===== src/rtl/hack_exec_if.sv =====
// Handshake and ALU bundle between the Hack execution controller (master)
// and its instruction memory, data memory and ALU (slave).
interface hack_exec_if #(parameter int PC_W = 15);
  logic            imem_req;
  logic [PC_W-1:0] imem_addr;
  logic            imem_valid;
  logic [15:0]     imem_data;
  logic            dmem_rd;
  logic            dmem_wr;
  logic [PC_W-1:0] dmem_addr;
  logic [15:0]     dmem_wdata;
  logic [15:0]     dmem_rdata;
  logic            dmem_ack;
  logic [15:0]     alu_x;
  logic [15:0]     alu_y;
  logic            alu_zx, alu_nx, alu_zy, alu_ny, alu_f, alu_no;
  logic [15:0]     alu_out;
  logic            alu_zr;
  logic            alu_ng;
  logic [PC_W-1:0] pc;
  logic [15:0]     a_reg;
  logic [15:0]     d_reg;

  modport master (
    output imem_req, imem_addr, dmem_rd, dmem_wr, dmem_addr, dmem_wdata,
           alu_x, alu_y, alu_zx, alu_nx, alu_zy, alu_ny, alu_f, alu_no,
           pc, a_reg, d_reg,
    input  imem_valid, imem_data, dmem_rdata, dmem_ack, alu_out, alu_zr, alu_ng
  );

  modport slave (
    input  imem_req, imem_addr, dmem_rd, dmem_wr, dmem_addr, dmem_wdata,
           alu_x, alu_y, alu_zx, alu_nx, alu_zy, alu_ny, alu_f, alu_no,
           pc, a_reg, d_reg,
    output imem_valid, imem_data, dmem_rdata, dmem_ack, alu_out, alu_zr, alu_ng
  );
endinterface


===== src/rtl/hack_exec_ctrl.sv =====
// Multi-cycle fetch/decode/execute controller for a Hack CPU: owns PC, A, D
// and IR, drives the external ALU and sequences imem/dmem handshakes.
module hack_exec_ctrl #(
  parameter int              PC_W     = 15,
  parameter logic [PC_W-1:0] RESET_PC = '0
) (
  input  logic        clk,
  input  logic        rst_n,
  hack_exec_if.master bus
);
  typedef enum logic [2:0] {FETCH, DECODE, MEMRD, EXEC, MEMWR} state_t;

  state_t          state;
  logic [15:0]     ir, a, d, m, wdata;
  logic [PC_W-1:0] pc, pc_hold, addr;
  logic            imem_req, dmem_rd, dmem_wr;
  logic [5:0]      ctl;
  logic            jmp;
  logic [PC_W-1:0] pc_inc, pc_next;

  assign pc_inc  = pc + 1'b1;
  assign jmp     = (ir[2] & bus.alu_ng) | (ir[1] & bus.alu_zr) |
                   (ir[0] & ~bus.alu_zr & ~bus.alu_ng);
  // Jump target is A as it stood before this EXEC, even if d1 rewrites A.
  assign pc_next = jmp ? a[PC_W-1:0] : pc_inc;

  always_ff @(posedge clk) begin
    if (!rst_n) begin
      state    <= FETCH;
      pc       <= RESET_PC;
      pc_hold  <= RESET_PC;
      ir       <= '0;
      a        <= '0;
      d        <= '0;
      m        <= '0;
      wdata    <= '0;
      addr     <= '0;
      ctl      <= '0;
      imem_req <= 1'b0;
      dmem_rd  <= 1'b0;
      dmem_wr  <= 1'b0;
    end else begin
      case (state)
        FETCH: begin
          // First FETCH after reset spends one cycle raising the request.
          imem_req <= 1'b1;
          if (imem_req && bus.imem_valid) begin
            ir       <= bus.imem_data;
            imem_req <= 1'b0;
            state    <= DECODE;
          end
        end
        DECODE: begin
          if (!ir[15]) begin
            a        <= {1'b0, ir[14:0]};
            pc       <= pc_inc;
            imem_req <= 1'b1;
            state    <= FETCH;
          end else if (ir[12]) begin
            dmem_rd <= 1'b1;
            addr    <= a[PC_W-1:0];
            state   <= MEMRD;
          end else begin
            ctl   <= ir[11:6];
            state <= EXEC;
          end
        end
        MEMRD: begin
          if (bus.dmem_ack) begin
            m       <= bus.dmem_rdata;
            dmem_rd <= 1'b0;
            ctl     <= ir[11:6];
            state   <= EXEC;
          end
        end
        EXEC: begin
          ctl   <= '0;
          wdata <= bus.alu_out;
          addr  <= a[PC_W-1:0];
          if (ir[5]) a <= bus.alu_out;
          if (ir[4]) d <= bus.alu_out;
          if (ir[3]) begin
            pc_hold <= pc_next;
            dmem_wr <= 1'b1;
            state   <= MEMWR;
          end else begin
            pc       <= pc_next;
            imem_req <= 1'b1;
            state    <= FETCH;
          end
        end
        MEMWR: begin
          if (bus.dmem_ack) begin
            dmem_wr  <= 1'b0;
            pc       <= pc_hold;
            imem_req <= 1'b1;
            state    <= FETCH;
          end
        end
        default: state <= FETCH;
      endcase
    end
  end

  assign bus.imem_req   = imem_req;
  assign bus.imem_addr  = pc;
  assign bus.dmem_rd    = dmem_rd;
  assign bus.dmem_wr    = dmem_wr;
  assign bus.dmem_addr  = addr;
  assign bus.dmem_wdata = wdata;
  assign bus.alu_x      = d;
  assign bus.alu_y      = ir[12] ? m : a;
  assign {bus.alu_zx, bus.alu_nx, bus.alu_zy, bus.alu_ny, bus.alu_f, bus.alu_no} = ctl;
  assign bus.pc         = pc;
  assign bus.a_reg      = a;
  assign bus.d_reg      = d;
endmodule


===== src/flat_wrapper.sv =====
// flat-port wrapper written by rule: the top's interface ports become plain ports
module hack_exec_ctrl_flat 
#(
  parameter int              PC_W     = 15,
  parameter logic [PC_W-1:0] RESET_PC = '0
)
  (clk, rst_n, bus_imem_req, bus_imem_addr, bus_dmem_rd, bus_dmem_wr, bus_dmem_addr, bus_dmem_wdata, bus_alu_x, bus_alu_y, bus_alu_zx, bus_alu_nx, bus_alu_zy, bus_alu_ny, bus_alu_f, bus_alu_no, bus_pc, bus_a_reg, bus_d_reg, bus_imem_valid, bus_imem_data, bus_dmem_rdata, bus_dmem_ack, bus_alu_out, bus_alu_zr, bus_alu_ng);
  hack_exec_if #(.PC_W(PC_W)) bus_i ();
  input  logic clk;
  input  logic rst_n;
  output wire logic [$bits(bus_i.imem_req)-1:0] bus_imem_req;
  output wire logic [$bits(bus_i.imem_addr)-1:0] bus_imem_addr;
  output wire logic [$bits(bus_i.dmem_rd)-1:0] bus_dmem_rd;
  output wire logic [$bits(bus_i.dmem_wr)-1:0] bus_dmem_wr;
  output wire logic [$bits(bus_i.dmem_addr)-1:0] bus_dmem_addr;
  output wire logic [$bits(bus_i.dmem_wdata)-1:0] bus_dmem_wdata;
  output wire logic [$bits(bus_i.alu_x)-1:0] bus_alu_x;
  output wire logic [$bits(bus_i.alu_y)-1:0] bus_alu_y;
  output wire logic [$bits(bus_i.alu_zx)-1:0] bus_alu_zx;
  output wire logic [$bits(bus_i.alu_nx)-1:0] bus_alu_nx;
  output wire logic [$bits(bus_i.alu_zy)-1:0] bus_alu_zy;
  output wire logic [$bits(bus_i.alu_ny)-1:0] bus_alu_ny;
  output wire logic [$bits(bus_i.alu_f)-1:0] bus_alu_f;
  output wire logic [$bits(bus_i.alu_no)-1:0] bus_alu_no;
  output wire logic [$bits(bus_i.pc)-1:0] bus_pc;
  output wire logic [$bits(bus_i.a_reg)-1:0] bus_a_reg;
  output wire logic [$bits(bus_i.d_reg)-1:0] bus_d_reg;
  input wire logic [$bits(bus_i.imem_valid)-1:0] bus_imem_valid;
  input wire logic [$bits(bus_i.imem_data)-1:0] bus_imem_data;
  input wire logic [$bits(bus_i.dmem_rdata)-1:0] bus_dmem_rdata;
  input wire logic [$bits(bus_i.dmem_ack)-1:0] bus_dmem_ack;
  input wire logic [$bits(bus_i.alu_out)-1:0] bus_alu_out;
  input wire logic [$bits(bus_i.alu_zr)-1:0] bus_alu_zr;
  input wire logic [$bits(bus_i.alu_ng)-1:0] bus_alu_ng;
  assign bus_imem_req = bus_i.imem_req;
  assign bus_imem_addr = bus_i.imem_addr;
  assign bus_dmem_rd = bus_i.dmem_rd;
  assign bus_dmem_wr = bus_i.dmem_wr;
  assign bus_dmem_addr = bus_i.dmem_addr;
  assign bus_dmem_wdata = bus_i.dmem_wdata;
  assign bus_alu_x = bus_i.alu_x;
  assign bus_alu_y = bus_i.alu_y;
  assign bus_alu_zx = bus_i.alu_zx;
  assign bus_alu_nx = bus_i.alu_nx;
  assign bus_alu_zy = bus_i.alu_zy;
  assign bus_alu_ny = bus_i.alu_ny;
  assign bus_alu_f = bus_i.alu_f;
  assign bus_alu_no = bus_i.alu_no;
  assign bus_pc = bus_i.pc;
  assign bus_a_reg = bus_i.a_reg;
  assign bus_d_reg = bus_i.d_reg;
  assign bus_i.imem_valid = bus_imem_valid;
  assign bus_i.imem_data = bus_imem_data;
  assign bus_i.dmem_rdata = bus_dmem_rdata;
  assign bus_i.dmem_ack = bus_dmem_ack;
  assign bus_i.alu_out = bus_alu_out;
  assign bus_i.alu_zr = bus_alu_zr;
  assign bus_i.alu_ng = bus_alu_ng;
  hack_exec_ctrl #(.PC_W(PC_W), .RESET_PC(RESET_PC)) u_core (.clk(clk), .rst_n(rst_n), .bus(bus_i));
endmodule

===== config.mk =====
export PLATFORM = sky130hd
export DESIGN_NAME = hack_exec_ctrl_flat
export DESIGN_NICKNAME = d
export VERILOG_FILES = /design/src/rtl/hack_exec_if.sv /design/src/rtl/hack_exec_ctrl.sv /design/src/flat_wrapper.sv
export SDC_FILE = /design/constraint.sdc
export NUM_CORES = 1
export LEC_CHECK = 0
export ABC_AREA = 1
export CAP_MARGIN = 5
export CELL_PAD_IN_SITES_DETAIL_PLACEMENT = 1
export CELL_PAD_IN_SITES_GLOBAL_PLACEMENT = 1
export CORE_MARGIN = 10
export CORE_UTILIZATION = 35
export DETAILED_ROUTE_END_ITERATION = 12
export PLACE_DENSITY = 0.89
export SLEW_MARGIN = 10
export SYNTH_ARGS = -nofsm -noshare
export SYNTH_HDL_FRONTEND = slang
export SYNTH_SLANG_ARGS = --single-unit
export TNS_END_PERCENT = 5

===== constraint.sdc =====
create_clock -name clk -period 3 [get_ports clk]
set_input_delay 0.3 -clock clk [delete_from_list [all_inputs] [get_ports clk]]
set_output_delay 0.3 -clock clk [all_outputs]
set_load 0.02 [all_outputs]

* After elaboration in Yosys (flattened, before gate mapping)
Cells that the tools add are included.
** Word-level totals
- Latch bits :: 0
- Bits in read-only memories :: 0
- Word-level logic and storage cells :: 90
- Flip-flop bits (word level) :: 137
- Bits of input ports :: 54
- Bits in writable memories :: 0
- Memories :: 0
- Output and inout bits :: 134
** Cells by class
- Muxes and demuxes :: 34
- Reduce and logical (&&, ||, !) cells :: 20
- Multipliers :: 0
- Magnitude comparators :: 0
- Shift-type cells :: 0
- Div/mod/pow operators :: 0
- Bitwise operators :: 8
- Add/subtract/negate cells :: 1
- Equal/unequal tests :: 14
** Operators with widths (number)
- 15-bit 2-to-1 mux :: 6
- 16-bit 2-to-1 mux :: 3
- 15-bit case mux with 3 select lines :: 1
- 16-bit case mux with 2 select lines :: 1
- 15-bit case mux with 2 select lines :: 1
- 6-bit 2-to-1 mux :: 3
- 6-bit case mux with 3 select lines :: 1
- 4-bit AND reduction :: 4
- 15-bit by 1-bit adder with 15-bit output, second input constant :: 1
- 3-bit 2-to-1 mux :: 5
- 3-bit case mux with 5 select lines :: 1
- 3-bit AND reduction :: 4
- 2-bit by 1-bit inequality test with 1-bit output, second input constant :: 5
- 2-bit inequality test, second input constant :: 5
- 1-bit 2-to-1 mux :: 9
- 2-bit AND reduction :: 4
- 3-bit by 2-bit == test with 1-bit output, second input constant :: 2
- 2-bit nonzero test :: 3
- 3-bit nonzero test :: 2
- 1-bit AND :: 4
- 1-bit case mux with 2 select lines :: 2
- 1-bit case mux with 4 select lines :: 1
- 4-bit nonzero test :: 1
- 3-bit by 1-bit == test with 1-bit output, second input constant :: 1
- other kinds (5) :: 7

* Longest topological paths before layout
- Depth in word-level cells :: 7
- Mapped depth :: 12
- Gate-level depth less buffers :: 11

* Worst setup path before layout
Ideal clock, no wire load.
- Kind :: register -> register
- From :: register u_core.pc[0], in the netlist u_core.bus.imem_addr[0]
- To :: register u_core.pc_hold[6]
- Period minus slack after synthesis :: 1.662 ns
- Required time :: 2.892 ns
- Path buffers :: 0
- Cell stages (with the launch flop) :: 9
- Arrival :: 1.554 ns
- Path slack :: 1.338 ns
- Library setup time :: 0.108 ns
- Path through :: dfxtp_1 > ha_1 > nand2_1 > nor2_1 > xnor2_1 > nand2_1 > nand2_1 > a21o_1 > inv_1
** Between the ends
- Word-level cells in the longest chain between the ends :: 2
** RTL lines
- from (decl) :: line hack_exec_ctrl.sv:15 : logic [PC_W-1:0] pc, pc_hold, addr;
- from (signal assigned) :: line hack_exec_ctrl.sv:56 : pc <= pc_inc;
- from (signal assigned) :: line hack_exec_ctrl.sv:87 : pc <= pc_next;
- from (signal assigned) :: line hack_exec_ctrl.sv:95 : pc <= pc_hold;
- 15-bit by 1-bit adder with 15-bit output :: line hack_exec_ctrl.sv:21 : assign pc_inc = pc + 1'b1;
- 15-bit 2-to-1 mux :: line hack_exec_ctrl.sv:25 : assign pc_next = jmp ? a[PC_W-1:0] : pc_inc;
- to (signal assigned) :: line hack_exec_ctrl.sv:83 : pc_hold <= pc_next;
- to (decl) :: line hack_exec_ctrl.sv:15
No other way between the ends.
A chain may end at the register's enable or synchronous reset.

* Worst setup path after layout
- From :: register u_core.ir[12]
- To :: output bus_alu_y[0]
** Between the ends
- Word-level cells in the longest chain between the ends :: 1
** RTL lines
- from (decl) :: line hack_exec_ctrl.sv:14 : logic [15:0] ir, a, d, m, wdata;
- from (signal assigned) :: line hack_exec_ctrl.sv:48 : ir <= bus.imem_data;
- 16-bit 2-to-1 mux :: line hack_exec_ctrl.sv:112 : assign bus.alu_y = ir[12] ? m : a;
- to (decl) :: line flat_wrapper.sv:18 : output wire logic [$bits(bus_i.alu_y)-1:0] bus_alu_y;
No other way between the ends.

==> impl_metrics.csv <==
group,metric,value,unit
synthesis,synth_seq_area_share,43.7,%
placed_design,dp_cells,1250,
clocking,clock-sinks,137,
timing,rsz0062_at_grt,"no",
timing,tns,0,ps
floorplan,chipHeight,154,um
global_routing,grt_pass1_vias,7072,
clocking,cts_root_buf,"clkbuf_16",
cells_and_area,drive_above_1_share,5.87,%
worst_setup_path,arrival,1980,ps
clocking,cts_tree,"built",
run,maxCapViolCount,0,
worst_setup_path,crit_family,"buffers and inverters",
pwr,power,5100,uW
detailed_routing,routed_via_density,5.22,
floorplan,start_util,36.1,%
worst_setup_path,crit_type,"register to output port",
placed_design,io_buffers,187,
synthesis,ys_warn_count,0,
global_routing,groute.usage.overall,20.6,%
pwr,p_leak,0.00329,uW
worst_setup_path,critPathMaxFanout,31,
timing,max_freq,0.439,GHz
worst_setup_path,path_cells,"buf_4 -> nand2_1 -> o21ai_0 -> clkdlybuf4s50_1",
clocking,cts_resized,0,
cells_and_area,multi_input_area,2790,um2
floorplan,fp.dieArea,23700,um2
timing,maxSlewHeadroom,49.3,%
cells_and_area,layout_commonest_cell,"nand2_1",
pwr,vdd_drop_max,0.000448,V
detailed_routing,wl,24900,um
timing,worst_slew_pin_slew,760,ps
clocking,numCtsBuffers,17,
placed_design,place_congestion,0.815,
synthesis,synthCells,904,
cells_and_area,final_nets,1099,
timing,finalClockSkew,10.0,ps
clocking,post-cts-setup-buffer-count,0,
global_routing,grt_pass1_wl,39100,um
detailed_routing,drc,0,
cells_and_area,finish.utilization,50.0,%
synthesis,synth_cell_type_count,30,
pwr,power.density,585,nW/um2
detailed_routing,routed-via-count,6700,
floorplan,row_count,48,
global_routing,grt_max_degree,59,
clocking,hold_buffers,0,
worst_setup_path,max_stage_delay,660,ps
clocking,clk_pin_slew,60,ps
timing,finalSetupViolCount,0,
run_status,outcome,"complete, no violations",
floorplan,core,17400,um2
clocking,clockBufferDepth,2,
cells_and_area,final_cell_mix,"nand2_1 (197), clkdlybuf4s50_1 (186), dfxtp_1 (137), o21ai_0 (114), a21oi_1 (94)",
cells_and_area,ff_latch_area,2740,um2
worst_setup_path,cp-end-kind,"output port",
synthesis,synth_seq_cells,137,
timing,layout_min_cycle_time,2280,ps
synthesis,syn_area,6280,um2
worst_setup_path,cp.required,2700,ps
timing,hold_violations,0,
worst_setup_path,worst_setup_path_start_kind,"register",
clocking,h-tree-depth,4,
min_path,hp-class,"register to register",
synthesis,synth_nets,959,
timing,timing.hold.ws,446,ps
global_routing,antenna_found_initial,1,
floorplan,num_io_pins,188,
synthesis,avgSynthCellArea,6.95,um2
cells_and_area,final_cells,1283,
clocking,clk_latency,430,ps
detailed_routing,antenna_left,0,
detailed_routing,drtIter0Drc,386,
placed_design,hpwlAfterDp,17800,um
detailed_routing,first_pass_iters,4,
cells_and_area,fill_cells,2188,
worst_setup_path,worst_path_max_delay_cell,"clkdlybuf4s50_1",
timing,finalCritPeriodShare,75.9,%
cells_and_area,synthToLayoutAreaGrowth,38.8,%
worst_setup_path,worst-path-buf-inv,2,
global_routing,grt_overflow,0,
timing,drv_slew,0,
floorplan,die_w,154,um
detailed_routing,wl_per_cell,19.4,um
## cells by family (layout without fill, tap and decap cells)
family,after synthesis,in the layout,synth area share [%]
flops,137,137,43.7
other cells,0,1,0
fa+ha+maj,1,1,0.199
xor+xnor,5,5,0.697
simple gates,362,362,23.9
buf+inv,165,318,12.1
compound gates,234,234,19.4
## layer usage
metal | part of all wire, % | routed length [um] | GRT usage, % | vias up
li1 | - | - | - | 3195
met1 | 39 | 9760 | 22.2 | 3264
met2 | 50 | 12600 | 36.2 | 209
met3 | 8.1 | 2020 | 7.75 | 32
met4 | 2.3 | 562 | 7.06 | 0
met5 | 0 | 0 | 0 | -
## area by class of cell
cell class	count	area share (%)
tap	225	3.23
timing repair buffer	197	22.4
clock buffer	17	4.88
multi-input combinational	602	32.0
antenna	1	0.0287
clock inverter	15	2.18
sequential	137	31.5
inverter	89	3.83
## worst register-to-register path: stages (launching register included)
cell and delay, ps:
dfxtp_1 350, nor2_2 240, nand2_1 80, nor2_1 440, inv_1 520, o21ai_0 390, a21oi_1 70
## per-stage QoR
stage                     instance area [um2]  worst slack [ps]
final                                    8720               723
after CTS                                8710               694
after global routing                     8710               563
after floorplan                          6280              1340
after detailed placement                 8100               547
after global placement                   8100               665
## where the power goes
group          internal, uW  switching, uW
clock network          1320            893
logic                   353            527
registers              1910           97.1
## worst paths after layout
| path | startpoint | end | slack [ps] | cells after the start |
|---|---|---|---|---|
| setup / recovery | u_core.ir[12] | bus_alu_y[0] | 720 | 4 |
| setup reg to reg | u_core.state[0] | u_core.ir[1] | 780 | 6 |
| hold reg to reg | u_core.bus.dmem_addr[10] | u_core.bus.dmem_addr[10] | 450 | 2 |
| hold / removal | u_core.bus.dmem_addr[10] | u_core.bus.dmem_addr[10] | 450 | 2 |
## cell usage after synthesis
| library cell | n | share of area (%) |
|---|---|---|
| buf_1 | 1 | 0.060 |
| nand3b_1 | 2 | 0.24 |
| nand2_2 | 3 | 0.30 |
| clkbuf_1 | 29 | 1.7 |
| o21ai_0 | 114 | 9.1 |
| xor2_1 | 2 | 0.28 |
| dfxtp_1 | 137 | 44 |
| a21o_1 | 3 | 0.36 |
| inv_2 | 8 | 0.48 |
| ha_1 | 1 | 0.20 |
| a211oi_1 | 1 | 0.12 |
| xnor2_1 | 3 | 0.42 |
| nor2_4 | 3 | 0.54 |
| clkinv_1 | 1 | 0.060 |
| nand2_1 | 197 | 12 |
| nor2_2 | 2 | 0.20 |
| nor2_1 | 93 | 5.6 |
| nand4_1 | 10 | 1.0 |
| o211ai_1 | 3 | 0.36 |
| a31oi_1 | 9 | 0.90 |
| inv_1 | 80 | 4.8 |
| o21bai_1 | 3 | 0.36 |
| nand3_4 | 1 | 0.28 |
| o21ai_1 | 6 | 0.48 |
| o21ai_4 | 1 | 0.26 |
| nand3_1 | 46 | 3.7 |
| nor3_1 | 5 | 0.40 |
| buf_2 | 13 | 1.0 |
| a21oi_1 | 94 | 7.5 |
| buf_4 | 33 | 3.9 |
Note: power is estimated with default switching activity, not from simulation.
